--- config.mk ---
export PLATFORM = sky130hd
export DESIGN_NAME = ahb_matrix_rr
export DESIGN_NICKNAME = d
export VERILOG_FILES = /design/src/rtl/ahb_matrix_rr.sv
export SDC_FILE = /design/constraint.sdc
export NUM_CORES = 1
export LEC_CHECK = 0
export CAP_MARGIN = 10
export CORE_AREA = 3 3 214 216
export DETAILED_ROUTE_END_ITERATION = 8
export DIE_AREA = 0 0 217 219
export SLEW_MARGIN = 20
export SYNTH_ARGS = -nofsm -noshare
export SYNTH_HDL_FRONTEND = slang
export SYNTH_SLANG_ARGS = --single-unit
--- constraint.sdc ---
create_clock -name clk -period 4 [get_ports clk]
set_input_delay 0.8 -clock clk [delete_from_list [all_inputs] [get_ports clk]]
set_output_delay 0.8 -clock clk [all_outputs]
set_load 0.01 [all_outputs]
--- src/rtl/ahb_matrix_rr.sv ---
// ahb_matrix_rr: parametrised shared AHB bus with round-robin arbitration,
// address decode with a built-in default slave, and address/data-phase
// multiplexing. The data-phase select is registered on hready so that the
// pipelined address/data overlap is steered to the correct slave and master.
module ahb_matrix_rr #(
    parameter int unsigned NM      = 4,
    parameter int unsigned NS      = 4,
    parameter int unsigned AW      = 32,
    parameter int unsigned DW      = 32,
    parameter int unsigned SEL_LSB = 28,
    parameter int unsigned SEL_W   = 4
) (
    input  logic                    clk,
    input  logic                    hrst,
    input  logic [NM-1:0]           m_hbusreq,
    input  logic [NM*AW-1:0]        m_haddr,
    input  logic [NM*2-1:0]         m_htrans,
    input  logic [NM-1:0]           m_hwrite,
    input  logic [NM*3-1:0]         m_hsize,
    input  logic [NM*3-1:0]         m_hburst,
    input  logic [NM*DW-1:0]        m_hwdata,
    output logic [NM-1:0]           m_hgrant,
    output logic [$clog2(NM)-1:0]   hmaster,
    output logic                    hready,
    output logic [1:0]              hresp,
    output logic [DW-1:0]           hrdata,
    output logic [NS-1:0]           s_hsel,
    output logic [AW-1:0]           s_haddr,
    output logic [1:0]              s_htrans,
    output logic                    s_hwrite,
    output logic [2:0]              s_hsize,
    output logic [2:0]              s_hburst,
    output logic [DW-1:0]           s_hwdata,
    input  logic [NS*DW-1:0]        s_hrdata,
    input  logic [NS-1:0]           s_hreadyout,
    input  logic [NS*2-1:0]         s_hresp
);

    localparam int unsigned MW = $clog2(NM);

    localparam logic [1:0] HT_NONSEQ = 2'b10;
    localparam logic [1:0] HT_SEQ    = 2'b11;
    localparam logic [1:0] HR_OKAY   = 2'b00;
    localparam logic [1:0] HR_ERROR  = 2'b01;

    typedef enum logic [1:0] {
        DS_IDLE,
        DS_ERR1,
        DS_ERR2
    } ds_state_t;

    typedef enum logic [1:0] {
        DP_NONE,
        DP_SLV,
        DP_DEF
    } dp_kind_t;

    // Address-phase ownership and fixed-burst tracking
    logic [MW-1:0]    hmaster_q;
    logic [3:0]       blft;
    logic [3:0]       blft_next;
    logic [MW-1:0]    arb_next;
    logic             arb_found;

    // Data-phase select
    dp_kind_t         dkind;
    dp_kind_t         dkind_next;
    logic [SEL_W-1:0] didx;
    logic [MW-1:0]    dmaster;

    // Decode of the current address phase
    logic [SEL_W-1:0] sel_idx;
    logic             sel_mapped;

    // Default slave
    ds_state_t        ds_state;
    ds_state_t        ds_next;
    logic             ds_hready;
    logic [1:0]       ds_hresp;

    assign hmaster = hmaster_q;

    // One-hot grant follows the registered owner directly
    always_comb begin
        m_hgrant = '0;
        for (int unsigned i = 0; i < NM; i++) begin
            m_hgrant[i] = (hmaster_q == MW'(i));
        end
    end

    // Address-phase mux: owner's control and address go straight to the slaves
    always_comb begin
        s_haddr  = '0;
        s_htrans = '0;
        s_hwrite = 1'b0;
        s_hsize  = '0;
        s_hburst = '0;
        for (int unsigned i = 0; i < NM; i++) begin
            if (hmaster_q == MW'(i)) begin
                s_haddr  = m_haddr[i*AW +: AW];
                s_htrans = m_htrans[i*2 +: 2];
                s_hwrite = m_hwrite[i];
                s_hsize  = m_hsize[i*3 +: 3];
                s_hburst = m_hburst[i*3 +: 3];
            end
        end
    end

    // Address decode; an index beyond the slave count falls to the default slave
    always_comb begin
        sel_idx    = s_haddr[SEL_LSB +: SEL_W];
        sel_mapped = (32'(sel_idx) < NS);
        s_hsel     = '0;
        for (int unsigned i = 0; i < NS; i++) begin
            s_hsel[i] = (sel_idx == SEL_W'(i));
        end
    end

    // Kind of data phase that follows the current address phase
    always_comb begin
        if (!s_htrans[1]) begin
            dkind_next = DP_NONE;
        end else if (sel_mapped) begin
            dkind_next = DP_SLV;
        end else begin
            dkind_next = DP_DEF;
        end
    end

    // Data-phase mux: response/read data from the selected slave, write data
    // from the master that owned the matching address phase
    always_comb begin
        hready   = 1'b1;
        hresp    = HR_OKAY;
        hrdata   = '0;
        s_hwdata = '0;
        case (dkind)
            DP_SLV: begin
                for (int unsigned i = 0; i < NS; i++) begin
                    if (didx == SEL_W'(i)) begin
                        hready = s_hreadyout[i];
                        hresp  = s_hresp[i*2 +: 2];
                        hrdata = s_hrdata[i*DW +: DW];
                    end
                end
            end
            DP_DEF: begin
                hready = ds_hready;
                hresp  = ds_hresp;
            end
            default: ;
        endcase
        if (dkind != DP_NONE) begin
            for (int unsigned i = 0; i < NM; i++) begin
                if (dmaster == MW'(i)) begin
                    s_hwdata = m_hwdata[i*DW +: DW];
                end
            end
        end
    end

    // Remaining beats of a fixed-length burst; arbitration waits for zero
    always_comb begin
        blft_next = blft;
        if (hready) begin
            if (s_htrans == HT_NONSEQ) begin
                case (s_hburst)
                    3'b010, 3'b011: blft_next = 4'd3;
                    3'b100, 3'b101: blft_next = 4'd7;
                    3'b110, 3'b111: blft_next = 4'd15;
                    default:        blft_next = 4'd0;
                endcase
            end else if (s_htrans == HT_SEQ && blft != '0) begin
                blft_next = blft - 4'd1;
            end
        end else if (hresp == HR_ERROR) begin
            blft_next = '0;
        end
    end

    // Round-robin pick: masters above the owner first, then wrap to the owner
    always_comb begin
        arb_next  = '0;
        arb_found = 1'b0;
        for (int unsigned i = 0; i < NM; i++) begin
            if (!arb_found && m_hbusreq[i] && (i > 32'(hmaster_q))) begin
                arb_found = 1'b1;
                arb_next  = MW'(i);
            end
        end
        for (int unsigned i = 0; i < NM; i++) begin
            if (!arb_found && m_hbusreq[i] && (i <= 32'(hmaster_q))) begin
                arb_found = 1'b1;
                arb_next  = MW'(i);
            end
        end
    end

    // Ownership, burst count and data-phase select; frozen during wait states
    always_ff @(posedge clk) begin
        if (!hrst) begin
            hmaster_q <= '0;
            blft      <= '0;
            dkind     <= DP_NONE;
            didx      <= '0;
            dmaster   <= '0;
        end else begin
            blft <= blft_next;
            if (hready) begin
                dkind   <= dkind_next;
                didx    <= sel_idx;
                dmaster <= hmaster_q;
                if (blft_next == '0) begin
                    hmaster_q <= arb_next;
                end
            end
        end
    end

    // Default-slave state register
    always_ff @(posedge clk) begin
        if (!hrst) begin
            ds_state <= DS_IDLE;
        end else begin
            ds_state <= ds_next;
        end
    end

    // Default-slave next state: two-cycle ERROR for each accepted unmapped transfer
    always_comb begin
        ds_next = ds_state;
        if (hready && s_htrans[1] && !sel_mapped) begin
            ds_next = DS_ERR1;
        end else begin
            case (ds_state)
                DS_ERR1: ds_next = DS_ERR2;
                DS_ERR2: ds_next = DS_IDLE;
                default: ds_next = DS_IDLE;
            endcase
        end
    end

    // Default-slave response outputs
    always_comb begin
        ds_hready = 1'b1;
        ds_hresp  = HR_OKAY;
        case (ds_state)
            DS_ERR1: begin
                ds_hready = 1'b0;
                ds_hresp  = HR_ERROR;
            end
            DS_ERR2: begin
                ds_hready = 1'b1;
                ds_hresp  = HR_ERROR;
            end
            default: ;
        endcase
    end

endmodule
**Yosys cells after proc, flatten, opt, wreduce, memory -nomap -nowiden**

Index checks and enable logic that the tools add are counted.

- Register bits: 16
- Output and inout port bits: 118
- Logic and storage cells: 140
- Bits of input ports: 438

- $add $sub $neg: 1
- Equality and inequality tests: 25
- Muxes and demuxes: 64
- Magnitude comparators: 7
- Bitwise gates (word level): 1
- Reduce and logical (&&, ||, !) cells: 35

Operators with widths:

| kind | number |
|---|---|
| $mux 32 | 14 |
| $mux 2 | 17 |
| $mux 3 | 8 |
| $mux 1 | 18 |
| $eq 2x2->1 const B | 8 |
| $eq 4x2->1 const B | 4 |
| $mux 4 | 4 |
| $logic_and 1x1->1 | 15 |
| $eq 3x3->1 const B | 4 |
| $logic_not 4->1 | 3 |
| $pmux 4 s3 | 1 |
| $eq 2x1->1 const B | 5 |
| $reduce_or 2->1 | 5 |
| $eq 4x1->1 const B | 2 |
| $logic_not 1->1 | 7 |
| $eq 3x2->1 const B | 2 |
| $gt 2x2->1 const A | 2 |
| $le 2x2->1 const A | 2 |
| $logic_not 2->1 | 2 |
| $lt 4x3->1 const B | 1 |
| $pmux 2 s2 | 1 |
| $reduce_bool 4->1 | 1 |
| $sub 4x1->4 const B | 1 |
| $gt 1x2->1 const A | 1 |
| 5 further kinds | 5 |

**Logic depth before layout (Yosys ltp)**

- Word-level depth: 26
- Gate-level depth with buffers: 9
- Depth with buffers taken out: 9

**Least setup slack after synthesis**

Ideal clock, no wire load.

- Kind: input to output
- Start point: input m_haddr[62]
- End point: output s_hsel[2]
- Path slack: 1.155 ns
- Required time: 3.200 ns
- Buffers on the path: 0
- Stages on the path: 3
- Arrival: 2.045 ns
- Cells stage by stage: mux4_1 -> or2_2 -> nor3b_1

- Cells in the longest elaborated chain, start to end: 4

Ends and longest elaborated chain:

| what | line | RTL |
|---|---|---|
| from (decl) | 16 | `input logic [NM*AW-1:0] m_haddr,` |
| $mux 32 (3 in a row) | 99 | `if (hmaster_q == MW'(i)) begin` |
| $eq 4x2->1 | 115 | `s_hsel[i] = (sel_idx == SEL_W'(i));` |
| to (decl) | 27 | `output logic [NS-1:0] s_hsel,` |

Every way passes these cells.

**Worst setup path after layout**

- Start point: input m_haddr[127]
- End point: output s_hsel[2]

- Cells in the longest elaborated chain, start to end: 2

Ends and longest elaborated chain:

| what | line |
|---|---|
| $mux 32 | 99 |
| $eq 4x2->1 | 115 |

Every way passes these cells.

==> qor.txt <==
width of the die - 217 µm
number of buffers inserted to repair setup after CTS - 0
maximum fanout encountered on the critical timing path - 4
mean routed wirelength per cell - 17.3 µm
met3 capacity usage during global routing - 2.37%
share of synthesized area occupied by flip-flops and latches - 7.86%
FP Rows - 77
clock insertion delay at the later pin of the skew report - 0.25 ns
maximum achievable frequency - 0.268 GHz
synthesized instance count - 389
last weighted congestion value of the routability-driven placer - 0.867
cts hold-fix bufs - 0
proportion of layout cells with a drive suffix above 1 - 15.3%
RSZ-0062 raised after global routing - false
# Max-Cap Violations - 0
Setup TNS Final - 0 ns
register clock-pin slew on the reported worst setup and hold paths - 0.05 ns
CP Data Required Time - 3.20 ns
detail-routed via count per cell - 3.85
maximum number of buffers from clock root to sink - 2
post-synthesis sequential element count - 16
number of filler cells placed in the layout - 4846
relative contribution of sequential cells to total power - 9.6%
slew at the pin with the worst max-slew slack - 0.842 ns
Reg2Reg Depth - 8
global-route wire length before repair - 37.3 mm
number of top-level design ports - 556
ordered cell list for the critical path - clkdlybuf4s50_1 -> mux4_2 -> or2_2 -> nor3b_1 -> clkdlybuf4s50_1
destination of the worst register-to-register timing path - blft[2]$_SDFF_PN0_
total congestion overflow - 0
setup slack of the worst register-to-register path - 1.42 ns
highest-utilization routing layer at the global route stage - met2
sink of the worst hold path - dmaster[0]$_SDFFE_PN0N_
worst min path class - reg2reg
count of distinct cell types in the synthesized netlist - 49
drt first pass iters - 5
clock tree root driver cell - clkbuf_16
worst clock skew - 0.00819 ns
Clock H-tree levels - 1
Global Route met2 Usage - 18.4%
status - finished, final reports clean
top flip-flop cell by instance count after synthesis - dfxtp_1
leading cell type in the layout, fill and taps excluded - clkdlybuf4s50_1
Clock power frac - 6.2%
Placeable Area - 0.0441 mm²
warnings from Yosys - 0
category of the worst setup path capture point - primary output
classification of the worst setup path - in2out
Mapped Nets - 832
most frequent CP cell - clkdlybuf4s50_1
pwr dens - 345 mW/mm²
CP arrival - 2.93 ns
hold_sp - dmaster[0]$_SDFFE_PN0N_
# clock sinks - 16
post-synthesis cell area - 0.00408 mm²
proportion of power drawn by combinational gates - 84.3%
Post-Route WL - 26.2 mm
commonest cells after routing, fill and taps aside - clkdlybuf4s50_1 (555), mux4_2 (72), nor2b_1 (68)
fraction of registers with async set/reset - 0%
post-synthesis area per instance - 10.5 µm²
worst vdd rail ir drop - 238 µV
time the worst path needs with I/O delays and setup - 3.73 ns
leakage - 3.40 nW
Sw Pwr - 1.48 mW
Seq. cell area - 329 µm²
cts bufs inserted - 3
final count of hold timing violations - 0
total global routing track utilization - 10.1%
cell-internal power - 2.13 mW
Post-synth EDFFs - 0
fin worst setup slack - 0.271 ns
largest stage delay on the critical path - 0.58 ns
worst rel slew slack - 43.9%
pre-CTS setup slack - 0.289 ns
via count of the first global-routing pass - 6194
vias after detailed routing - 5827
die outline height - 219 µm
Port-buffer cells - 555
number of antenna violations at the first check in global routing - 1
Post-Place Cells - 1509
net switching fraction of the power - 40.9%
post-layout net count - 1365
cell count of the worst hold path - 2
number of gates resized after cts - 0
Die Footprint - 0.0475 mm²
largest net degree at the start of global routing - 35
# DRC - 0
detailed router's first-iteration violation count - 309
final number of setup-violating endpoints - 0
Critical Path Source Type - input port
number of nets with antenna violations after routing - 0
placed wire-length estimate - 22.5 mm
Area Growth Syn to Fin - 156%
final cell count without fillers - 1514
TritonCTS clock tree - yes
met1 capacity usage during global routing - 11.5%
cell with the largest stage delay on the worst path - clkdlybuf4s50_1
Final Cycle Share - 93.2%
startpoint of the worst register-to-register path - dkind[0]$_SDFFE_PN0N_
effective utilization at floorplan - 9.24%
final-report max-slew violation count - 0
footprint of the multi-input gates - 0.00355 mm²
-- cell usage after synthesis (2+ instances only) --
cell	number	area, µm²
buf_2	8	40.0
dfxtp_1	16	320
o22ai_1	2	12.5
inv_1	10	37.5
a222oi_1	32	320
o21a_1	3	22.5
a21boi_0	8	60.1
a21o_1	2	15.0
mux4_1	2	52.6
mux2_2	33	372
o221ai_1	3	26.3
nor3_1	3	15.0
nand3_1	2	10.0
nor2b_1	68	425
ha_1	5	62.6
nor2_1	12	45.0
a211oi_1	3	22.5
buf_6	2	22.5
o211ai_1	2	15.0
o21ai_0	6	30.0
clkbuf_1	29	109
nand2_1	27	101
a21oi_1	4	20.0
mux4_2	72	1620
and2_1	2	12.5
nor3b_1	2	15.0
nand2b_1	2	12.5
buf_1	3	11.3
mux2i_1	3	30.0
and3_1	4	25.0
-- metrics by stage --
step                      hold slack [ns]  total power [mW]  util, %  cell area [µm²]
after global placement              0.476              3.41     23.5            10400
final                               0.487              3.61     23.7            10500
after floorplan                     0.458              1.90        -             4080
after global routing                0.522              3.88     23.7            10500
after detailed placement            0.488              3.42     23.5            10400
after CTS                           0.494              3.67     23.7            10500
-- power groups by stage --
stage               Sequential [mW]  Clock, mW  Combinational (mW)
floorplan                     0.260          0                1.64
global placement              0.353          0                3.06
detailed placement            0.352          0                3.07
CTS                           0.349      0.233                3.09
global route                  0.361      0.240                3.27
finish                        0.346      0.222                3.04
-- worst max path at each step --
| stage | startpoint | to | slack, ns | cells past startpoint |
|---|---|---|---|---|
| after floorplan | m_haddr[62] | s_hsel[2] | 1.16 | 3 |
| final | m_haddr[127] | s_hsel[2] | 0.27 | 5 |
| after CTS | m_haddr[127] | s_hsel[2] | 0.27 | 5 |
| after detailed placement | m_haddr[127] | s_hsel[2] | 0.29 | 5 |
| after global placement | m_haddr[127] | s_hsel[2] | 0.35 | 5 |
| after global routing | m_haddr[62] | s_hsel[2] | 0.12 | 5 |
-- metal layers --
| layer | share of wire, % | wire length, µm | up-vias |
|---|---|---|---|
| li1 | - | - | 2663 |
| met1 | 37 | 9690 | 2789 |
| met2 | 51 | 13500 | 345 |
| met3 | 8.8 | 2310 | 30 |
| met4 | 2.9 | 764 | 0 |
| met5 | 0 | 0 | - |
-- cells by family after synthesis --
kind of cell | Yosys count | synth area share [%]
buf+inv | 53 | 5.58
fa+ha+maj | 5 | 1.53
flops | 16 | 7.86
simple gates | 133 | 18.5
mux | 110 | 50.9
compound gates | 72 | 15.6
-- final cells by class --
cell class | instances | area share (%)
inverters | 10 | 0.359
clock buffers | 4 | 0.849
repair buffers | 571 | 54.6
flip-flops and latches | 16 | 3.15
diodes | 1 | 0.0239
well taps | 592 | 7.08
multi-input cells | 320 | 33.9
-- state kept, by name (all words and copies together), names as in the netlist --
name      count
blft          4
hmaster       2
ds_state      2
dmaster       2
dkind         2
didx          4
-- worst max-delay path: cells and delay by family --
| kind | cells | cell delay (ns) |
|---|---|---|
| mux | 1 | 0.53 |
| buf+inv | 2 | 1.01 |
| simple gates | 2 | 0.58 |
No activity file was read; power rests on OpenSTA's default activity.
==> RTL edit 1, RTL diff (same settings) <==
The 3 values of `dp_kind_t` get a one-hot encoding in 3 bits.
--- a/src/rtl/ahb_matrix_rr.sv
+++ b/src/rtl/ahb_matrix_rr.sv
@@ -50,8 +50,8 @@
     } ds_state_t;
 
-    typedef enum logic [1:0] {
-        DP_NONE,
-        DP_SLV,
-        DP_DEF
+    typedef enum logic [2:0] {
+        DP_NONE = 3'b001,
+        DP_SLV  = 3'b010,
+        DP_DEF  = 3'b100
     } dp_kind_t;
 
Formal check against the unedited RTL: no difference found for any inputs over 4 cycles, from zero or initial values and one cycle with hrst low; so few cycles prove little.
==> RTL edit 1 against the original RTL <==
  * Total power decreased by 16%
  * Area after synthesis increased by 2.5%
  * Setup slack got worse by 0.10 ns
  * Core utilization grew 0.14 points
  * Sequential cell count is 1 higher
  * Wire length grew 4.8%
  * First-iteration DRC count decreased by 29%
  * Design area rose by 0.59%
  * Synthesized cell count rose by 5.4%
==> RTL edit 1: results (changes against the original RTL) <==
Outcome
  • Status: finished clean

Global route
  • Met2 GRT Util: 0.203 (+0.0185)
  • Global-route wire length before repair: 38400 µm (+2.8%)
  • Vias in the first global route: 6229 (+0.57%)
  • Largest net degree at the start of global routing: 42 (+20%)
  • Met3 Usage GRT: 0.0349 (+0.0112)
  • Met1 Use GR: 0.113 (-0.00189)
  • Antenna violations before repair: 3 (+2)
  • Total track usage: 0.106 (+0.00530)

Critical path
  • CP peak stage delay: 0.57 ns
  • CP arrival: 3.03 ns (+0.10 ns)
  • Slowest-stage cell, CP: mux4_2
  • R2r startpoint: hmaster[0]
  • Worst R2R Path Depth: 7 (-1)
  • Worst Setup EP: s_hsel[2]
  • CP Launch Point: m_haddr[94]
  • RR Endpoint: hmaster[1]
  • Slack of the worst reg-to-reg path: 1.10 ns (-0.32 ns)

Min path
  • Hold crit path type: reg -> reg
  • Worst Hold Depth: 2 (unchanged)
  • Hold Startpoint: dmaster[0]

Clock tree
  • Post-CTS Setup Bufs: 0 (unchanged)
  • Cts bufs inserted: 3 (unchanged)
  • H-tree Lvls: 1 (unchanged)
  • Root Driver: clkbuf_16

Detailed routing
  • Final WL: 27500 µm (+4.8%)
  • Drt pass-1 iters: 4 (-1)
  • Starting DRT DRC Count: 220 (-29%)
  • Via Count: 5770 (-0.98%)

Place
  • Dpl hpwl: 23900 µm (+6.1%)
  • Pre-CTS WS: 0.145 ns (-0.144 ns)
  • Placer Congestion: 0.810 (-6.7%)

Synth
  • Seq/Total Area, Yosys: 0.0814 (+0.00289)
  • Area contributors post-synth: mux4_2 41%, mux2_2 17%, dfxtp_1 8.1%
  • Ys flop type: dfxtp_1
  • Syn_nets: 850 (+2.2%)
  • Most common library cells after synthesis: 76 x mux4_2, 64 x mux2_2, 41 x nor2_1, 35 x nor2b_1
  • Unique cell type count in the Yosys netlist: 48 (-2.0%)

Timing
  • Final Cycle Share: 0.958 (+0.0258)
  • Clock Skews: 0.00146 ns (-0.00673 ns)
  • Tightest Pin Transition: 0.775 ns (-0.0670 ns)

Pwr
  • Pleak: 3.48 nW (+2.4%)
  • Sequential Power Share: 0.110 (+0.014)
  • P_clk: 0.212 mW (-5%)
  • Switching share of power: 0.382 (-0.0276)
  • Cell area power density: 287 nW/µm² (-17%)
  • Peak supply drop: 104 µV (-56%)

Layout
  • Top Registers: blft x4, didx x4, dkind x3
  • Nets: 1379 (+1.0%)
  • Fill count: 4791 (-1.1%)
  • Share of layout cells above drive strength 1: 0.188 (+0.0345)
## RTL edit 1: changes by cell type after synthesis, moves of 3 or more
| cell | change |
|---|---|
| nor2b_1 | -33 |
| a222oi_1 | -32 |
| mux2_2 | +31 |
| o22ai_1 | +31 |
| nor2_1 | +29 |
| buf_1 | +5 |
| buf_2 | -5 |
| clkbuf_1 | +4 |
| mux4_2 | +4 |
| nand2_1 | -4 |
| a21oi_1 | -3 |
| and2_1 | +3 |
| ha_1 | -3 |
| o21ai_0 | +3 |
## RTL edit 1: worst reg2reg max path, stage by stage, from the launching register on
cell	delay (ns)
dfxtp_4	0.51
buf_12	0.32
mux4_2	0.72
or4b_4	0.59
o211ai_2	0.09
and4bb_1	0.26
nand3_2	0.15
mux2i_1	0.15
## RTL edit 1: per-layer routing
layer	vias to the layer above	routed length, µm
met4	2	415
met2	351	14400
li1	2670	-
met3	17	2820
met1	2730	9810
met5	-	13
## RTL edit 1: cell type report
type	count	share of cell area
Multi-Input combinational cell	337	0.343
Inverter	9	0.00321
Sequential cell	17	0.0332
Clock buffer	4	0.00749
Tap cell	592	0.0704
Antenna cell	2	0.000476
Timing Repair Buffer	571	0.542
## RTL edit 1: kinds of logic (layout without fill, tap and decap cells)
logic type                 after synthesis  after routing  synth area share
AOI/OAI and AO/OA                       65             65             0.104
DFF                                     17             17            0.0814
adders and majority gates                2              2           0.00599
muxes                                  143            143             0.590
other                                    0              2                 0
buffers and inverters                   56            584            0.0566
and+or+nand+nor                        127            127             0.162
## RTL edit 1: metrics by stage
stage	cell area [µm²]	instances	util	hold WS, ns
global route	10500	1531	0.238	0.526
detailed placement	10400	1526	0.237	0.461
floorplan	4180	410	-	0.452
global placement	10400	1526	0.237	0.455
CTS	10500	1530	0.238	0.470
finish	10500	1532	0.238	0.465
==> RTL edit 2, RTL diff (config.mk and constraints unchanged) <==
Without the edit above. Reset style: asynchronous (`hrst`), changed in 2 clocked blocks.
--- a/src/rtl/ahb_matrix_rr.sv
+++ b/src/rtl/ahb_matrix_rr.sv
@@ -198,5 +198,5 @@
 
     // Ownership, burst count and data-phase select; frozen during wait states
-    always_ff @(posedge clk) begin
+    always_ff @(posedge clk or negedge hrst) begin
         if (!hrst) begin
             hmaster_q <= '0;
@@ -219,5 +219,5 @@
 
     // Default-slave state register
-    always_ff @(posedge clk) begin
+    always_ff @(posedge clk or negedge hrst) begin
         if (!hrst) begin
             ds_state <= DS_IDLE;
Check against the original RTL: differs if hrst is asserted again (counterexample within 4 cycles, from zero or initial values and one cycle with hrst low); with hrst held inactive, the same outputs for 4 cycles.
==> RTL edit 2 against the original RTL <==
  * Sequential cell count unchanged
  * Setup slack got worse by 0.027 ns
  * Combinational power increased by 47%
  * Synthesized cell count decreased by 2.3%
  * Register-to-register slack got worse by 0.57 ns
  * Global-route usage increased by 1.1 points
  * Total power increased by 43%
  * Wire length increased by 8.9%
  * Area after synthesis increased by 2.2%
  * Highest routed layer unchanged
  * Sequential share of layout area increased by 0.76 points
  * Design area increased by 0.86%
  * Count of clock-buffer cells in the layout unchanged
==> RTL edit 2: results (changes against the original RTL) <==
Outcome
  • Status: finished clean

Critical path
  • Slack of the worst reg-to-reg path: 0.85 ns (-0.57 ns)
  • Slowest-stage cell, CP: mux4_2
  • CP Launch Point: m_haddr[31]

Pwr
  • Peak supply drop: 239 µV (+0.24%)
  • Total Power: 5.17 mW (+43%)
  • Switching share of power: 0.437 (+0.0275)

Synth
  • Post-synthesis compound-gate area fraction: 0.161 (+0.00478)
  • Area contributors post-synth: mux4_2 43%, dfrtp_1 9.6%, nor2b_1 9.5%
  • Unique cell type count in the Yosys netlist: 47 (-4.1%)
  • Seq/Total Area, Yosys: 0.0961 (+0.0175)
  • Async set-reset flop share out of synthesis: 1.00 (+1.00)
  • Adder-cell area share of the yosys netlist: 0.0150 (-0.000327)
  • Syn_nets: 823 (-1.1%)

Global route
  • Vias in the first global route: 6366 (+2.8%)
  • Global-route wire length before repair: 40100 µm (+7.3%)
  • Met3 Usage GRT: 0.0299 (+0.00623)
  • Total track usage: 0.112 (+0.0108)

Layout
  • ClkCell Share: 0.00842 (-0.0000725)
  • Seq/total area: 0.0390 (+0.00756)
  • Fill count: 4816 (-0.62%)

Detailed routing
  • Drt pass-1 iters: 4 (-1)
  • Final WL: 28600 µm (+8.9%)
  • Routed length on met2: 15200 µm (+13%)

Min path
  • Hold Startpoint: dkind[1]
  • Worst Hold Depth: 1 (-1)

Place
  • Area post-placement: 10500 µm² (+0.81%)
  • Placer Congestion: 0.826 (-4.8%)
RTL edit 2: changes by cell type after synthesis, moves of 7 or more:
cell | unedited run | this run
mux2i_1 | 3 | 28
mux2_2 | 33 | 6
dfrtp_1 | 0 | 16
dfxtp_1 | 16 | 0
a211oi_1 | 3 | 29
a222oi_1 | 32 | 0
a21boi_0 | 8 | 1
nand2_1 | 27 | 6
mux4_2 | 72 | 80
a311oi_1 | 0 | 28
RTL edit 2: stage by stage:
| step | worst slack, ns | hold slack (ns) | instances | setup TNS [ns] |
|---|---|---|---|---|
| 2_1_floorplan | 1.31 | 0.476 | 380 | 0 |
| 3_3_place_gp | -0.0138 | 0.504 | 1497 | -0.0138 |
| 3_5_place_dp | -0.0424 | 0.514 | 1497 | -0.0424 |
| 4_1_cts | 0.171 | 0.528 | 1501 | 0 |
| 5_1_grt | 0.172 | 0.563 | 1501 | 0 |
| 6_report | 0.243 | 0.528 | 1502 | 0 |
